$ cat src/rtl/freq_meas_pkg.sv
`default_nettype none
// ============================================================================
// Module   : freq_meas_pkg
// Purpose  : Shared types and the gate-length table for the frequency meter.
// Revision : 1.0  initial release
// ============================================================================
package freq_meas_pkg;

  localparam int unsigned CNT_W_DEFAULT = 40;

  typedef enum logic [2:0] {
    IDLE   = 3'd0,
    CLEAR  = 3'd1,
    GATE   = 3'd2,
    SETTLE = 3'd3,
    LATCH  = 3'd4
  } state_e;

  // Gate window in system clock cycles; a window is never shorter than one cycle.
  function automatic logic [31:0] gate_cycles(input logic [1:0] sel, input int unsigned clk_hz);
    int unsigned q;
    case (sel)
      2'd0:    q = clk_hz;
      2'd1:    q = clk_hz / 10;
      2'd2:    q = clk_hz / 100;
      default: q = clk_hz / 1000;
    endcase
    if (q == 0) q = 1;
    return q;
  endfunction

endpackage
`default_nettype wire

$ cat src/rtl/freq_gate_ctrl_timer.sv
`default_nettype none
// ============================================================================
// Module   : gate_timer
// Purpose  : 32-bit load/down-counter timing the gate and settle intervals.
// Revision : 1.0  initial release
// ============================================================================
module gate_timer (
  input  logic        clk,
  input  logic        rst,
  input  logic        load,
  input  logic        en,
  input  logic [31:0] load_val,
  output logic [31:0] value,
  output logic        done
);

  logic [31:0] cnt_q;
  logic [31:0] cnt_d;

  always_comb begin
    cnt_d = cnt_q;
    if (load) begin
      cnt_d = load_val;
    end else if (en) begin
      cnt_d = cnt_q - 32'd1;
    end
  end

  always_ff @(posedge clk) begin
    if (rst) begin
      cnt_q <= '0;
    end else begin
      cnt_q <= cnt_d;
    end
  end

  // done marks the final cycle of the interval that was loaded
  assign value = cnt_q;
  assign done  = en && (cnt_q == 32'd1);

endmodule
`default_nettype wire

$ cat src/rtl/freq_gate_ctrl.sv
`default_nettype none
// ============================================================================
// Module   : freq_gate_ctrl
// Purpose  : Measurement sequencer: clear, gate, settle, latch, with result
//            handshake. Define FREQ_GATE_SEQ_EN to add the res_seq tag output.
// Revision : 1.0  initial release
// ============================================================================
module freq_gate_ctrl
  import freq_meas_pkg::*;
#(
  parameter int unsigned CLK_HZ        = 72000000,
  parameter int unsigned CNT_W         = CNT_W_DEFAULT,
  parameter int unsigned SETTLE_CYCLES = 4
) (
  input  logic             clk_72MHz,
  input  logic             rst,
  input  logic             start,
  input  logic             abort,
  input  logic             cfg_cont,
  input  logic [1:0]       cfg_gate_sel,
  input  logic [CNT_W-1:0] cnt_not,
  input  logic [CNT_W-1:0] cnt_etalon,
  input  logic             rd_ack,
  output logic             cnt_clr,
  output logic             gate_en,
  output logic             busy,
  output logic [CNT_W-1:0] res_not,
  output logic [CNT_W-1:0] res_etalon,
  output logic             res_valid,
`ifdef FREQ_GATE_SEQ_EN
  output logic [7:0]       res_seq,
`endif
  output logic             overrun
);

  localparam logic [31:0] c_gate_0    = gate_cycles(2'd0, CLK_HZ);
  localparam logic [31:0] c_gate_1    = gate_cycles(2'd1, CLK_HZ);
  localparam logic [31:0] c_gate_2    = gate_cycles(2'd2, CLK_HZ);
  localparam logic [31:0] c_gate_3    = gate_cycles(2'd3, CLK_HZ);
  localparam logic [31:0] c_settle_ld = (SETTLE_CYCLES == 0) ? 32'd1 : 32'(SETTLE_CYCLES);

  state_e           state_q, state_d;
  logic             tmr_load, tmr_en, tmr_done;
  logic [31:0]      tmr_load_val, tmr_value, gate_len;
  logic             latch, ack_eff;
  logic [CNT_W-1:0] res_not_q, res_not_d, res_etalon_q, res_etalon_d;
  logic             res_valid_q, res_valid_d, overrun_q, overrun_d;

  always_comb begin
    case (cfg_gate_sel)
      2'd0:    gate_len = c_gate_0;
      2'd1:    gate_len = c_gate_1;
      2'd2:    gate_len = c_gate_2;
      default: gate_len = c_gate_3;
    endcase
  end

  // Timer never wraps below zero even if an interval is left unfinished
  assign tmr_en = ((state_q == GATE) || (state_q == SETTLE)) && (tmr_value != 32'd0);

  gate_timer u_timer (
    .clk      (clk_72MHz),
    .rst      (rst),
    .load     (tmr_load),
    .en       (tmr_en),
    .load_val (tmr_load_val),
    .value    (tmr_value),
    .done     (tmr_done)
  );

  always_comb begin
    state_d      = state_q;
    tmr_load     = 1'b0;
    tmr_load_val = '0;
    latch        = 1'b0;
    case (state_q)
      IDLE: if (start) state_d = CLEAR;
      CLEAR: begin
        tmr_load     = 1'b1;
        tmr_load_val = gate_len;
        state_d      = GATE;
      end
      GATE: if (tmr_done) begin
        tmr_load     = 1'b1;
        tmr_load_val = c_settle_ld;
        state_d      = SETTLE;
      end
      SETTLE: if (tmr_done) state_d = LATCH;
      LATCH: begin
        latch   = 1'b1;
        state_d = cfg_cont ? CLEAR : IDLE;
      end
      default: state_d = IDLE;
    endcase
    // abort wins over every transition and suppresses the latch
    if (abort && (state_q != IDLE)) begin
      state_d      = IDLE;
      latch        = 1'b0;
      tmr_load     = 1'b1;
      tmr_load_val = '0;
    end
  end

  assign ack_eff = rd_ack && res_valid_q;

  always_comb begin
    res_not_d    = res_not_q;
    res_etalon_d = res_etalon_q;
    res_valid_d  = res_valid_q;
    overrun_d    = overrun_q;
    if (latch) begin
      res_not_d    = cnt_not;
      res_etalon_d = cnt_etalon;
      res_valid_d  = 1'b1;
      if (res_valid_q && !rd_ack) begin
        overrun_d = 1'b1;
      end else if (ack_eff) begin
        overrun_d = 1'b0;
      end
    end else if (ack_eff) begin
      res_valid_d = 1'b0;
      overrun_d   = 1'b0;
    end
  end

  always_ff @(posedge clk_72MHz) begin
    if (rst) begin
      state_q      <= IDLE;
      res_not_q    <= '0;
      res_etalon_q <= '0;
      res_valid_q  <= 1'b0;
      overrun_q    <= 1'b0;
    end else begin
      state_q      <= state_d;
      res_not_q    <= res_not_d;
      res_etalon_q <= res_etalon_d;
      res_valid_q  <= res_valid_d;
      overrun_q    <= overrun_d;
    end
  end

`ifdef FREQ_GATE_SEQ_EN
  logic [7:0] seq_q, seq_d, res_seq_q, res_seq_d;

  always_comb begin
    seq_d     = seq_q;
    res_seq_d = res_seq_q;
    if (latch) begin
      res_seq_d = seq_q;
      seq_d     = seq_q + 8'd1;
    end
  end

  always_ff @(posedge clk_72MHz) begin
    if (rst) begin
      seq_q     <= '0;
      res_seq_q <= '0;
    end else begin
      seq_q     <= seq_d;
      res_seq_q <= res_seq_d;
    end
  end

  assign res_seq = res_seq_q;
`endif

  assign cnt_clr    = (state_q == CLEAR);
  assign gate_en    = (state_q == GATE);
  assign busy       = (state_q != IDLE);
  assign res_not    = res_not_q;
  assign res_etalon = res_etalon_q;
  assign res_valid  = res_valid_q;
  assign overrun    = overrun_q;

endmodule
`default_nettype wire

$ cat config.mk
export PLATFORM = sky130hd
export DESIGN_NAME = freq_gate_ctrl
export DESIGN_NICKNAME = d
export VERILOG_FILES = /design/src/rtl/freq_meas_pkg.sv /design/src/rtl/freq_gate_ctrl_timer.sv /design/src/rtl/freq_gate_ctrl.sv
export SDC_FILE = /design/constraint.sdc
export NUM_CORES = 1
export LEC_CHECK = 0
export CAP_MARGIN = 20
export CORE_MARGIN = 4
export CORE_UTILIZATION = 50
export CTS_BUF_LIST = sky130_fd_sc_hd__clkbuf_16
export CTS_CLUSTER_DIAMETER = 120
export DETAILED_ROUTE_END_ITERATION = 6
export PLACE_DENSITY = 0.86
export SLEW_MARGIN = 10
export SYNTH_ARGS = -nofsm -noshare
export SYNTH_HDL_FRONTEND = slang
export SYNTH_HIERARCHICAL = 1
export SYNTH_SLANG_ARGS = --single-unit
export TNS_END_PERCENT = 10
$ cat constraint.sdc
create_clock -name clk_72MHz -period 7.7 [get_ports clk_72MHz]
set_clock_uncertainty 0.05 [all_clocks]
set_input_delay 1.54 -clock clk_72MHz [delete_from_list [all_inputs] [get_ports clk_72MHz]]
set_output_delay 1.54 -clock clk_72MHz [all_outputs]
set_load 0.005 [all_outputs]
==> impl_metrics.ini <==
[timing]
worst_pin_slew_ns = 1.029
rsz0062_at_grt = no
max_slew_margin_pct = 31.40
setup_viol = 0
period_minus_slack_ns = 4.956
report.final.slew_viol_count = 0
tns_ns = 0
min_period_over_period_pct = 64.36
max_freq_mhz = 201.8
finalHoldViolCount = 0

[clock_tree]
cts_made_buffers = 17
post_cts_buffers = 0
cts.sinks = 117
holdBufCountCts = 0
clock_path_buffers = 2
htree_num_levels = 4
cts_resized = 0
cts-root-buf = clkbuf_16
cts_tree = done
clk_pin_slew_ns = 0.05
worstSkewPairLatency_ns = 0.41

[synthesis]
synthXorXnorAreaFrac_pct = 2.004
yosysSeqAreaShare_pct = 44.66
synthSimpleGateAreaFrac_pct = 28.65
synth_compound_area_share_pct = 17.01
synth-adder-area-share_pct = 1.670
synth-edff-count = 0
synth_seq_cells = 117
synth_top_family_by_area = simple AND/OR/NAND/NOR gates
async_flop_share_pct = 0
synth_ff_type = dfxtp_1
syn_area_mm2 = 0.005245
syn_inst = 658
synth_warnings = 6
synth_cell_type_count = 51
synth_mux_area_share_pct = 0
avgSynthCellArea_um2 = 7.971

[grt]
antenna_found_initial = 0
grt_pass1_wl_um = 27210
grt_max_degree = 125
grt_pass1_vias = 5340
grt_usage_pct = 26.97
overflow = 0

[worst_setup_path]
crit_fanout = 34
crit_family = simple AND/OR/NAND/NOR gates
rr_startpoint = u_timer/value[4]
regToRegSetupSlack_ns = 2.74
slowest_stage = o21a_1
crit_chain = or4_1, nor4b_1, nand3_1, nor4_1, nand2b_1, a21oi_1, o21a_1, clkinv_1, buf_16, a311oi_1
worstReg2RegEnd = u_timer/value[21]
crit_type = flip-flop to flip-flop
crit_path_max_incr_delay_ns = 0.82
reg2regPathDepth = 10
required_ns = 7.95
worstSetupStartpointType = flip-flop
crit_arrival_ns = 5.21
worst_setup_path_end_kind = flip-flop
path_buf_inv = 2

[die]
rows = 37
ioPinCount = 173
core_area_mm2 = 0.01028
start_util_pct = 51.03
die_w_um = 110.4
die_h_um = 110.4
die_area_mm2 = 0.01219

[route]
wl_per_cell_um = 18.02
first_pass_iters = 5
viasPerCell = 5.763
drcViolationCount = 0
ant_nets = 0
drt_wl_total_um = 17350
num_vias = 5550
drt-initial-drc-count = 515

[final_layout]
syn2layout_area_growth_pct = 45.21
antenna_cells = 0
nets = 910
fill_cells = 708
mostFrequentLayoutCells = nand2_1 (175), clkdlybuf4s50_1 (171), dfxtp_1 (117)
drive_gt1_share_pct = 5.441
final_common_cell = nand2_1

[power]
peakVddDrop_uv = 152.2
p_leak_nw = 2.618
powerDensity_mw_per_mm2 = 227.8
p_total_mw = 1.735

[placement]
io_buffer_count = 172
routabilityCongestion = 0.8757
hpwl_um = 11360

[worst_hold_path]
hold_path_class = flip-flop to flip-flop
hold_depth = 2
min-delay-start = res_not[10]
holdPathEnd = res_not[10]

[run]
drv_cap = 0

[status]
outcome = finished clean
-- report_power, final --
group | leakage, nW | internal (mW) | switching [mW]
Sequential | 0.948 | 0.625 | 0.0277
Combinational | 1.35 | 0.0992 | 0.116
Clock | 0.318 | 0.576 | 0.291
-- synth_stat cells, drive strengths merged, types with 3 or more instances --
| master | number | area (um2) |
|---|---|---|
| o21ai | 4 | 20.02 |
| nand2 | 175 | 656.9 |
| or4 | 15 | 112.6 |
| nand2b | 3 | 18.77 |
| inv | 8 | 30.03 |
| nor2b | 9 | 56.30 |
| or3 | 11 | 68.82 |
| and3 | 3 | 18.77 |
| and2 | 5 | 31.28 |
| xnor2 | 7 | 61.31 |
| a311oi | 16 | 140.1 |
| xor2 | 5 | 43.79 |
| nor4b | 6 | 58.80 |
| o31ai | 8 | 60.06 |
| nor3b | 4 | 30.03 |
| nand3 | 6 | 30.03 |
| nor4 | 18 | 118.9 |
| ha | 7 | 87.58 |
| nor3 | 7 | 35.03 |
| o21a | 5 | 37.54 |
| nor2 | 35 | 131.4 |
| nand4 | 8 | 50.05 |
| a21oi | 91 | 459.2 |
| a211oi | 10 | 75.07 |
| a2111oi | 3 | 26.28 |
| or2 | 3 | 18.77 |
| dfxtp | 117 | 2342 |
| clkbuf | 28 | 105.1 |
| buf | 23 | 172.7 |
-- cell families after synthesis --
group,count (synthesis)
buffers and inverters,60
AOI/OAI and AO/OA,146
and+or+nand+nor,315
DFF,117
adders and majority gates,7
other,1
xor gates and xnor gates,12
-- metal layers --
layer,wire [um],vias to the layer above,GRT usage [%],share of wire (%)
met3,1297,60,6.904,7.5
met4,713,0,11.58,4.1
li1,-,2606,-,-
met1,6847,2599,31.10,39
met5,0,-,0,0
met2,8493,285,47.13,49
-- flip-flops by register name, indices dropped and copies added (netlist names), named ones only --
name           flops
u_timer/value     32
res_etalon        40
res_valid          1
res_not           40
state_q            3
-- through the flow --
step	util [%]	hold WS, ns	instance area (um2)	cells	setup slack, ns
floorplan	-	0.4027	5294	671	4.315
global placement	67.40	0.3912	6927	930	2.719
detailed placement	67.47	0.3958	6934	931	2.469
CTS	73.80	0.4043	7585	962	2.415
global route	74.11	0.4249	7616	963	2.472
finish	74.11	0.4037	7616	963	2.744
-- layout make-up --
class | count | area [um2] | area share [%]
well taps | 136 | 170.2 | 2.234
clock inverters | 14 | 225.2 | 2.957
repair buffers | 176 | 1773 | 23.28
clock buffers | 17 | 425.4 | 5.586
inverters | 9 | 33.78 | 0.4436
flip-flops and latches | 117 | 2342 | 30.75
multi-input cells | 494 | 2646 | 34.75
-- how the worst max path moves through the flow --
stage | slack [ns] | cells after the start | to | startpoint
after detailed placement | 2.47 | 9 | u_timer/value[22] | u_timer/value[4]
after global placement | 2.72 | 10 | u_timer/value[19] | u_timer/value[10]
final | 2.74 | 10 | u_timer/value[21] | u_timer/value[4]
after global routing | 2.47 | 10 | u_timer/value[22] | u_timer/value[4]
after floorplan | 4.31 | 14 | u_timer/value[26] | state_q[1]
after CTS | 2.42 | 9 | u_timer/value[21] | state_q[1]
-- worst register-to-register path: stages (launching register included) --
cell and delay (ns):
dfxtp_1 0.37, or4_1 0.62, nor4b_1 0.56, nand3_1 0.19
nor4_1 0.64, nand2b_1 0.11, a21oi_1 0.17, o21a_1 0.82
clkinv_1 0.69, buf_16 0.37, a311oi_1 0.27
(Power assumes the default switching activity.)
